`src/rtl/rf_wb_pkg.sv`:
```
// rf_wb_pkg: shared definitions for the register-file write-back sequencer.
//   RF_ADDR_W / RF_DATA_W : default register index / result widths
//   wb_entry_t            : queued write {rd, data} at the default widths
//   wb_state_t            : write sequencer states
package rf_wb_pkg;

    localparam int unsigned RF_ADDR_W = 5;
    localparam int unsigned RF_DATA_W = 32;

    typedef struct packed {
        logic [RF_ADDR_W-1:0] rd;
        logic [RF_DATA_W-1:0] data;
    } wb_entry_t;

    typedef enum logic [1:0] {
        IDLE    = 2'd0,
        SETUP   = 2'd1,
        STROBE  = 2'd2,
        RELEASE = 2'd3
    } wb_state_t;

endpackage

```
`src/rtl/rf_wb_fifo.sv`:
```
// rf_wb_fifo: synchronous FIFO of pending register writes {rd, data}.
// Ports:
//   clk, reset            : clock, synchronous active-high reset
//   push, push_rd/data    : enqueue request (ignored when full)
//   pop                   : dequeue request (ignored when empty)
//   full, empty           : derived from the registered count
//   head_ptr, count       : read pointer and occupancy
//   ent_rd, ent_data      : raw storage, indexed by physical slot
//   ent_valid             : per-slot occupancy mask
import rf_wb_pkg::*;

module rf_wb_fifo #(
    parameter int unsigned DEPTH  = 4,
    parameter int unsigned DATA_W = RF_DATA_W,
    parameter int unsigned ADDR_W = RF_ADDR_W,
    localparam int unsigned PTR_W = $clog2(DEPTH),
    localparam int unsigned CNT_W = PTR_W + 1
) (
    input  logic                           clk,
    input  logic                           reset,
    input  logic                           push,
    input  logic [ADDR_W-1:0]              push_rd,
    input  logic [DATA_W-1:0]              push_data,
    input  logic                           pop,
    output logic                           full,
    output logic                           empty,
    output logic [PTR_W-1:0]               head_ptr,
    output logic [CNT_W-1:0]               count,
    output logic [DEPTH-1:0][ADDR_W-1:0]   ent_rd,
    output logic [DEPTH-1:0][DATA_W-1:0]   ent_data,
    output logic [DEPTH-1:0]               ent_valid
);

    logic [PTR_W-1:0]             wr_ptr;
    logic [PTR_W-1:0]             rd_ptr;
    logic [CNT_W-1:0]             cnt;
    logic [DEPTH-1:0][ADDR_W-1:0] rd_mem;
    logic [DEPTH-1:0][DATA_W-1:0] data_mem;
    logic                         push_ok;
    logic                         pop_ok;

    assign full     = (cnt == CNT_W'(DEPTH));
    assign empty    = (cnt == '0);
    assign push_ok  = push && !full;
    assign pop_ok   = pop && !empty;
    assign head_ptr = rd_ptr;
    assign count    = cnt;
    assign ent_rd   = rd_mem;
    assign ent_data = data_mem;

    always_ff @(posedge clk) begin
        if (reset) begin
            wr_ptr <= '0;
            rd_ptr <= '0;
            cnt    <= '0;
        end else begin
            if (push_ok) wr_ptr <= wr_ptr + 1'b1;
            if (pop_ok)  rd_ptr <= rd_ptr + 1'b1;
            case ({push_ok, pop_ok})
                2'b10:   cnt <= cnt + 1'b1;
                2'b01:   cnt <= cnt - 1'b1;
                default: cnt <= cnt;
            endcase
        end
    end

    // Storage needs no reset: every consumer qualifies slots with ent_valid/count.
    always_ff @(posedge clk) begin
        if (push_ok) begin
            rd_mem[wr_ptr]   <= push_rd;
            data_mem[wr_ptr] <= push_data;
        end
    end

    // A slot is occupied when its distance from the read pointer is below the count.
    always_comb begin
        logic [PTR_W-1:0] offs;
        ent_valid = '0;
        offs      = '0;
        for (int unsigned i = 0; i < DEPTH; i++) begin
            offs         = PTR_W'(i) - rd_ptr;
            ent_valid[i] = ({1'b0, offs} < cnt);
        end
    end

endmodule

```
`src/rtl/rf_writeback.sv`:
```
// rf_writeback: write-port sequencer for the 32x32 register file.
// Accepts ALU and load results (load has priority), queues them, and
// replays each as a SETUP / STROBE / RELEASE sequence on rd, write_data
// and write_enabled so the register file sees a clean rising strobe.
// Ports:
//   clk, reset                       : clock, synchronous active-high reset
//   alu_valid/rd/data, alu_ready     : ALU result handshake
//   mem_valid/rd/data, mem_ready     : load result handshake
//   rd, write_data, write_enabled    : registered register-file write port
//   busy                             : queue non-empty or sequence in flight
//   lookup_reg, lookup_hit/data      : bypass query of pending writes
// Build option: define RF_WB_BYPASS_EN to build the bypass compare logic;
// otherwise lookup_hit and lookup_data are tied to zero.
import rf_wb_pkg::*;

module rf_writeback #(
    parameter int unsigned DEPTH  = 4,
    parameter int unsigned DATA_W = RF_DATA_W,
    parameter int unsigned ADDR_W = RF_ADDR_W
) (
    input  logic              clk,
    input  logic              reset,
    input  logic              alu_valid,
    input  logic [ADDR_W-1:0] alu_rd,
    input  logic [DATA_W-1:0] alu_data,
    output logic              alu_ready,
    input  logic              mem_valid,
    input  logic [ADDR_W-1:0] mem_rd,
    input  logic [DATA_W-1:0] mem_data,
    output logic              mem_ready,
    output logic [ADDR_W-1:0] rd,
    output logic [DATA_W-1:0] write_data,
    output logic              write_enabled,
    output logic              busy,
    input  logic [ADDR_W-1:0] lookup_reg,
    output logic              lookup_hit,
    output logic [DATA_W-1:0] lookup_data
);

    localparam int unsigned PTR_W = $clog2(DEPTH);
    localparam int unsigned CNT_W = PTR_W + 1;

    wb_state_t                    state;
    logic                         full;
    logic                         empty;
    logic [PTR_W-1:0]             head_ptr;
    logic [PTR_W-1:0]             next_ptr;
    logic [CNT_W-1:0]             count;
    logic [DEPTH-1:0][ADDR_W-1:0] ent_rd;
    logic [DEPTH-1:0][DATA_W-1:0] ent_data;
    logic [DEPTH-1:0]             ent_valid;

    logic              mem_fire;
    logic              alu_fire;
    logic              push;
    logic [ADDR_W-1:0] push_rd;
    logic [DATA_W-1:0] push_data;
    logic              pop;
    logic              more_after_pop;
    logic [ADDR_W-1:0] next_rd;
    logic [DATA_W-1:0] next_data;

    // Arbitration: load wins; ALU is only offered ready when no load is pending.
    assign mem_ready = !full;
    assign alu_ready = !full && !mem_valid;
    assign mem_fire  = mem_valid && mem_ready;
    assign alu_fire  = alu_valid && alu_ready;

    // Writes to $0 complete the handshake but never reach the queue.
    always_comb begin
        push      = 1'b0;
        push_rd   = alu_rd;
        push_data = alu_data;
        if (mem_fire) begin
            push      = (mem_rd != '0);
            push_rd   = mem_rd;
            push_data = mem_data;
        end else if (alu_fire) begin
            push = (alu_rd != '0);
        end
    end

    assign pop = (state == RELEASE);

    rf_wb_fifo #(
        .DEPTH  (DEPTH),
        .DATA_W (DATA_W),
        .ADDR_W (ADDR_W)
    ) u_fifo (
        .clk       (clk),
        .reset     (reset),
        .push      (push),
        .push_rd   (push_rd),
        .push_data (push_data),
        .pop       (pop),
        .full      (full),
        .empty     (empty),
        .head_ptr  (head_ptr),
        .count     (count),
        .ent_rd    (ent_rd),
        .ent_data  (ent_data),
        .ent_valid (ent_valid)
    );

    // The outputs are registered, so leaving RELEASE must already load the
    // entry that becomes head after the pop: the second queued entry, or the
    // one being pushed this very cycle when only the current head is queued.
    assign next_ptr       = head_ptr + 1'b1;
    assign more_after_pop = (count > CNT_W'(1)) || push;

    always_comb begin
        if (count > CNT_W'(1)) begin
            next_rd   = ent_rd[next_ptr];
            next_data = ent_data[next_ptr];
        end else begin
            next_rd   = push_rd;
            next_data = push_data;
        end
    end

    always_ff @(posedge clk) begin
        if (reset) begin
            state         <= IDLE;
            rd            <= '0;
            write_data    <= '0;
            write_enabled <= 1'b0;
        end else begin
            case (state)
                IDLE: begin
                    write_enabled <= 1'b0;
                    if (!empty) begin
                        rd         <= ent_rd[head_ptr];
                        write_data <= ent_data[head_ptr];
                        state      <= SETUP;
                    end
                end
                SETUP: begin
                    write_enabled <= 1'b1;
                    state         <= STROBE;
                end
                STROBE: begin
                    write_enabled <= 1'b0;
                    state         <= RELEASE;
                end
                RELEASE: begin
                    write_enabled <= 1'b0;
                    if (more_after_pop) begin
                        rd         <= next_rd;
                        write_data <= next_data;
                        state      <= SETUP;
                    end else begin
                        state <= IDLE;
                    end
                end
                default: begin
                    write_enabled <= 1'b0;
                    state         <= IDLE;
                end
            endcase
        end
    end

    assign busy = (state != IDLE) || !empty;

`ifdef RF_WB_BYPASS_EN
    // Walk from oldest to youngest so the last match (youngest) wins.
    always_comb begin
        logic [PTR_W-1:0] idx;
        lookup_hit  = 1'b0;
        lookup_data = '0;
        idx         = '0;
        for (int unsigned k = 0; k < DEPTH; k++) begin
            idx = head_ptr + PTR_W'(k);
            if (ent_valid[idx] && (ent_rd[idx] == lookup_reg) && (lookup_reg != '0)) begin
                lookup_hit  = 1'b1;
                lookup_data = ent_data[idx];
            end
        end
    end
`else
    logic unused_bypass;
    assign unused_bypass = ^{lookup_reg, ent_valid};
    assign lookup_hit    = 1'b0;
    assign lookup_data   = '0;
`endif

endmodule

```
`config.mk`:
```
export PLATFORM = sky130hd
export DESIGN_NAME = rf_writeback
export DESIGN_NICKNAME = d
export VERILOG_FILES = /design/src/rtl/rf_wb_pkg.sv /design/src/rtl/rf_wb_fifo.sv /design/src/rtl/rf_writeback.sv
export SDC_FILE = /design/constraint.sdc
export NUM_CORES = 1
export LEC_CHECK = 0
export ABC_AREA = 1
export BUFFER_PORTS_ARGS = -buffer_cell sky130_fd_sc_hd__buf_2
export CAP_MARGIN = 20
export CELL_PAD_IN_SITES_DETAIL_PLACEMENT = 0
export CELL_PAD_IN_SITES_GLOBAL_PLACEMENT = 1
export CORE_ASPECT_RATIO = 0.75
export CORE_UTILIZATION = 46
export CTS_CLUSTER_DIAMETER = 30
export DETAILED_ROUTE_END_ITERATION = 10
export HOLD_SLACK_MARGIN = 0.1
export PLACE_DENSITY = 0.94
export SLEW_MARGIN = 20
export SYNTH_ARGS = -nofsm -noshare
export SYNTH_HDL_FRONTEND = slang
export SYNTH_HIERARCHICAL = 1
export SYNTH_SLANG_ARGS = --single-unit
```
`constraint.sdc`:
```
create_clock -name clk -period 6.03 [get_ports clk]
set_clock_uncertainty 0.15 [all_clocks]
set_input_delay 1.206 -clock clk [delete_from_list [all_inputs] [get_ports clk]]
set_output_delay 1.206 -clock clk [all_outputs]
set_load 0.005 [all_outputs]
```
# Yosys cells after proc, flatten, opt, wreduce, memory -nomap -nowiden
# Cells that the tools add are included.
[word_totals]
regBits = 195
latch_bits = 0
mem_bits_rw = 0
mem_bits_ro = 0
in_bits = 83
out_inout_bits = 74
elab_cells = 83
n_memories = 0
[classes]
addsub = 4
multipliers = 0
div_mod_pow = 0
magnitude_cmp = 5
n_eq_ne = 8
n_shift = 0
mux = 31
bitwise = 0
reduce_logical = 20
[ops]
columns = ["operator", "count"]
rows = [
  ["two-way mux 32 bit", 7],
  ["binary-select mux 32 bit (select 2 bit)", 2],
  ["bitwise mux 128 bit", 1],
  ["demux 32 bit (select 2 bit)", 1],
  ["case mux 32 bit (2 select lines)", 1],
  ["two-way mux 5 bit", 7],
  ["binary-select mux 5 bit (select 2 bit)", 2],
  ["bitwise mux 20 bit", 1],
  ["demux 5 bit (select 2 bit)", 1],
  ["case mux 5 bit (2 select lines)", 1],
  ["nonzero test 5 bit", 2],
  ["< comparator 2 x 3 -> 1 bit (second input constant)", 3],
  ["case mux 2 bit (4 select lines)", 1],
  ["equality test 2 bit (second input constant)", 3],
  ["logical AND 1 bit", 6],
  ["case mux 3 bit (2 select lines)", 1],
  ["nonzero test 2 bit", 3],
  ["adder 2 x 1 -> 2 bit (second input constant)", 2],
  ["equality test 2 x 1 -> 1 bit (second input constant)", 2],
  ["!= test 2 bit (second input constant)", 2],
  ["adder 3 x 1 -> 3 bit (second input constant)", 1],
  ["equality test 3 bit (second input constant)", 1],
  ["> comparator 3 x 1 -> 1 bit (second input constant)", 1],
  ["zero test 1 bit", 3],
  ["other kinds (10)", 13],
]

# Logic depth before layout (Yosys ltp)
[depth]
word_depth = 9
mapped_depth = 18
depth_no_buf = 18

# Modules after synthesis
# The synthesis kept the hierarchy.
[modules_own_cells]
columns = ["mod", "n_inst", "cells_per_inst", "area_per_inst_um2", "seq_area_each_um2"]
rows = [
  ["rf_writeback", 1, 1081, 5431.5, 800.8],
  ["rf_wb_fifo", 1, 233, 5038.6, 4584.4],
]

# Least setup slack after synthesis
# No wires, ideal clock.
[synth_path]
kind = "input port to flip-flop"
startpoint = "in mem_valid"
endpoint = "reg u_fifo.data_mem (netlist bit u_fifo/ent_data[0]), enable pin"
setup_time_ns = 0.431
arrival_ns = 3.270
required_ns = 5.449
setup_slack_ns = 2.179
stages = 5
n_path_buf = 0
path_cell_list = "nor3b_1 nand2_1 nand2_1 nand2_2 nor2_1"
[synth_between]
elab_chain_cells = 6
elab_cells_between_ends = 7
cone_classes = "2 x mux; 5 x reduce/logical"
[synth_lines]
columns = ["element", "line", "text"]
rows = [
  ["from (decl)", "rf_writeback.sv:27", "input logic mem_valid,"],
  ["zero test 1 bit", "rf_writeback.sv:65", "assign alu_ready = !full && !mem_valid;"],
  ["logical AND 1 bit", "rf_writeback.sv:65", ""],
  ["logical AND 1 bit", "rf_writeback.sv:67", "assign alu_fire = alu_valid && alu_ready;"],
  ["two-way mux 1 bit", "rf_writeback.sv:78", "end else if (alu_fire) begin"],
  ["two-way mux 1 bit *", "rf_writeback.sv:74", "if (mem_fire) begin"],
  ["named net push", "rf_writeback.sv:55", "logic push;"],
  ["logical AND 1 bit *", "rf_wb_fifo.sv:44", "assign push_ok = push && !full;"],
  ["to (signal, indexed assignment)", "rf_wb_fifo.sv:71", "data_mem[wr_ptr] <= push_data;"],
  ["to (decl)", "rf_wb_fifo.sv:38", "logic [DEPTH-1:0][DATA_W-1:0] data_mem;"],
]
# The timed path passes the listed nets; every way through them passes the cells marked *.
# A chain may end at the register's enable or synchronous reset.

# Worst setup path after layout
[layout_path]
startpoint = "in mem_valid"
endpoint = "reg u_fifo.cnt[2] (netlist: u_fifo/count[2])"
[layout_between]
elab_chain_cells = 8
elab_cells_between_ends = 11
cone_classes = "2 x eq/ne; 3 x mux; 6 x reduce/logical"
[layout_lines]
columns = ["element", "line", "text"]
rows = [
  ["zero test 1 bit", "rf_writeback.sv:65", ""],
  ["logical AND 1 bit", "rf_writeback.sv:65", ""],
  ["logical AND 1 bit", "rf_writeback.sv:67", ""],
  ["two-way mux 1 bit", "rf_writeback.sv:78", ""],
  ["two-way mux 1 bit *", "rf_writeback.sv:74", ""],
  ["named net push", "rf_writeback.sv:55", ""],
  ["logical AND 1 bit *", "rf_wb_fifo.sv:44", ""],
  ["equality test 2 x 1 -> 1 bit / equality test 2 bit (equally long branches)", "rf_wb_fifo.sv:59", "case ({push_ok, pop_ok})"],
  ["case mux 3 bit (2 select lines) / nonzero test 2 bit (equally long branches)", "n/a", ""],
  ["to (signal assigned)", "rf_wb_fifo.sv:60", "2'b10: cnt <= cnt + 1'b1;"],
  ["to (signal assigned)", "rf_wb_fifo.sv:61", "2'b01: cnt <= cnt - 1'b1;"],
  ["to (signal assigned)", "rf_wb_fifo.sv:62", "default: cnt <= cnt;"],
  ["to (decl)", "rf_wb_fifo.sv:36", "logic [CNT_W-1:0] cnt;"],
]
# Marked as above.

==> summary.md <==
| Metric | Value |
|---|---|
| Clock-pin slew on the worst setup and hold paths | `70 ps` |
| Max Cap Viol | `0` |
| First DRT Iteration DRCs | `763` |
| Gpl congestion | `0.7397` |
| Mapped Area | `0.01037 mm²` |
| Routed via count | `8623` |
| Design Power | `0.004330 W` |
| Antenna violations before repair | `0` |
| Most common cell after layout, fill and taps aside | `nand2_1` |
| Setup Viol. Count Final | `0` |
| Clock Tree Root | `clkbuf_16` |
| IO Port Bufs | `118` |
| DP Area | `0.01092 mm²` |
| Syn avg cell area | `7.980 µm²` |
| Final hold slack | `347.5 ps` |
| CP max stage cell | `buf_4` |
| # rows | `47` |
| Max rail drop VDD | `0.0002603 V` |
| Largest net degree at the start of global routing | `75` |
| Cells after Synth | `1299` |
| Filler Cell Count | `2048` |
| Post-DP HPWL | `14.57 mm` |
| Relative slew margins | `0.3806` |
| Reg2reg setup slack | `3000 ps` |
| RSZ-0062 raised after global routing | `no` |
| Commonest non-fill, non-tap cells in the layout | `551 x nand2_1, 163 x nand3_1, 148 x edfxtp_1` |
| Critical path launch point | `mem_valid` |
| DRT Wirelength | `25.93 mm` |
| CP peak stage delay | `400 ps` |
| Kind of critical path | `input pin to flop` |
| Startpoint types | `input pin` |
| Die W | `175.3 µm` |
| RR Startpoint | `u_fifo/count[2]` |
| Residual DRC | `0` |
| Clock sink total | `195` |
| Critical Path, Cell by Cell | `buf_2 > nand2_2 > buf_4 > inv_4 > nand2_2 > nand2_1 > nand2_2 > ha_1 > inv_1 > fa_1 > nand2_1 > nand3_1 > nand2_1 > inv_1 > nor2_1` |
| CP top delay family | `simple AND/OR/NAND/NOR gates` |
| Bufs and invs on worst path | `5` |
| Final number of hold-violating endpoints | `0` |
| R2R cell count | `17` |
| Vias in the first global route | `8087` |
| Clock latency on the worst-skew pair | `430 ps` |
| Nets@finish | `1469` |
| Pre-antenna DRT Iters | `5` |
| Total gr overflow | `0` |
| TritonCTS clock tree | `built` |
| WL/cell | `15.41 µm` |
| Post-Route Setup TNS | `0 ps` |
| Setup WS pre-CTS | `2445 ps` |
| Die height | `132.0 µm` |
| Gates resized, CTS repair | `0` |
| DRT antenna net count | `0` |
| Layout cell share with drive strength beyond 1 | `0.1397` |
| WHS Endpoint | `state[1]` |
| Outcome | `finished, final reports clean` |
| Final period utilization | `0.5181` |
| Total Routing Usage GR | `0.2291` |
| CTS max path bufs | `2` |
| H-tree lvl count | `4` |
| Synth-to-Final Area Change | `11.30%` |
| Max FO, Critical Path | `39` |
| Initial Utilization | `0.4688` |
| Post-CTS Setup Bufs | `0` |
| Pwr Density | `375.3 mW/mm²` |
| I/O pins | `157` |
| Min-delay worst type | `flop to flop` |
| Peak Freq | `320.1 MHz` |
| DR vias/cell | `5.124` |
| Leakage power | `5.145 nW` |
| Worst slew pin tran | `927.8 ps` |
| Fin crit period | `3124 ps` |
| Antenna cells | `0` |
| Max Slew Vio Count | `0` |
| CP Data Arrival Time | `3350 ps` |
| CTS Hold Bufs | `0` |
| Hold_sp | `state[1]` |
| Critical path required time | `6250 ps` |
| CTS buffer count | `17` |
| Hold path cells | `2` |
| Reg-to-Reg End | `u_fifo/count[2]` |
| First-pass GRT wire length | `41.06 mm` |
| Core area | `0.02211 mm²` |
| Synth Warn # | `6` |
| Setup ws final | `2906 ps` |
| Critical Path End Type | `flop` |
| Total Die Area | `0.02315 mm²` |
| Final instance area | `0.01154 mm²` |
[power breakdown]
part | leakage, nW | internal (W) | switching [W] | total (W)
combinational | 3.08 | 0.000436 | 0.000921 | 0.00136
sequential | 1.76 | 0.00169 | 0.000110 | 0.00180
clock | 0.302 | 0.000698 | 0.000476 | 0.00117
[layer usage]
layer,up-vias,GRT usage,part of all wire
met5,-,0,0
met4,0,0.08599,0.017
li1,4320,-,-
met1,3915,0.3043,0.44
met2,352,0.3765,0.47
met3,36,0.03835,0.076
[worst min-delay path: stages, from the launching register on]
cell and delay [ps]:
dfxtp_1 320, nand3_1 70, a21oi_1 60
[stage by stage]
stage               utilization  std cells
global placement         0.4939       1651
floorplan                     -       1331
finish                   0.5218       1683
detailed placement       0.4939       1651
CTS                      0.5218       1683
global route             0.5218       1683
[sequential cells by signal, indices dropped and copies added, names as in the netlist]
name,count
rd,5
state,2
write_enabled,1
u_fifo/ent_rd,20
u_fifo/count,3
u_fifo/head_ptr,2
u_fifo/ent_data,128
write_data,32
u_fifo/wr_ptr,2
[worst max path at each step]
stage / end / slack [ps] / cells past startpoint
5_1_grt: u_fifo/count[2] / 2700 / 14
2_1_floorplan: u_fifo/ent_data[0] / 2180 / 5
3_5_place_dp: u_fifo/count[2] / 2440 / 16
4_1_cts: u_fifo/count[2] / 2880 / 16
3_3_place_gp: u_fifo/count[2] / 2490 / 16
6_report: u_fifo/count[2] / 2910 / 15
[cell type report]
type                       count  area [µm²]  area share
sequential                   195        5388      0.4670
multi-input combinational    961        4209      0.3648
timing repair buffer         132       695.7     0.06030
clock buffer                  23       489.2     0.04240
tap                          294       367.9     0.03188
inverter                      69       261.5     0.02267
clock inverter                 9       126.4     0.01095
(Power assumes the default switching activity.)
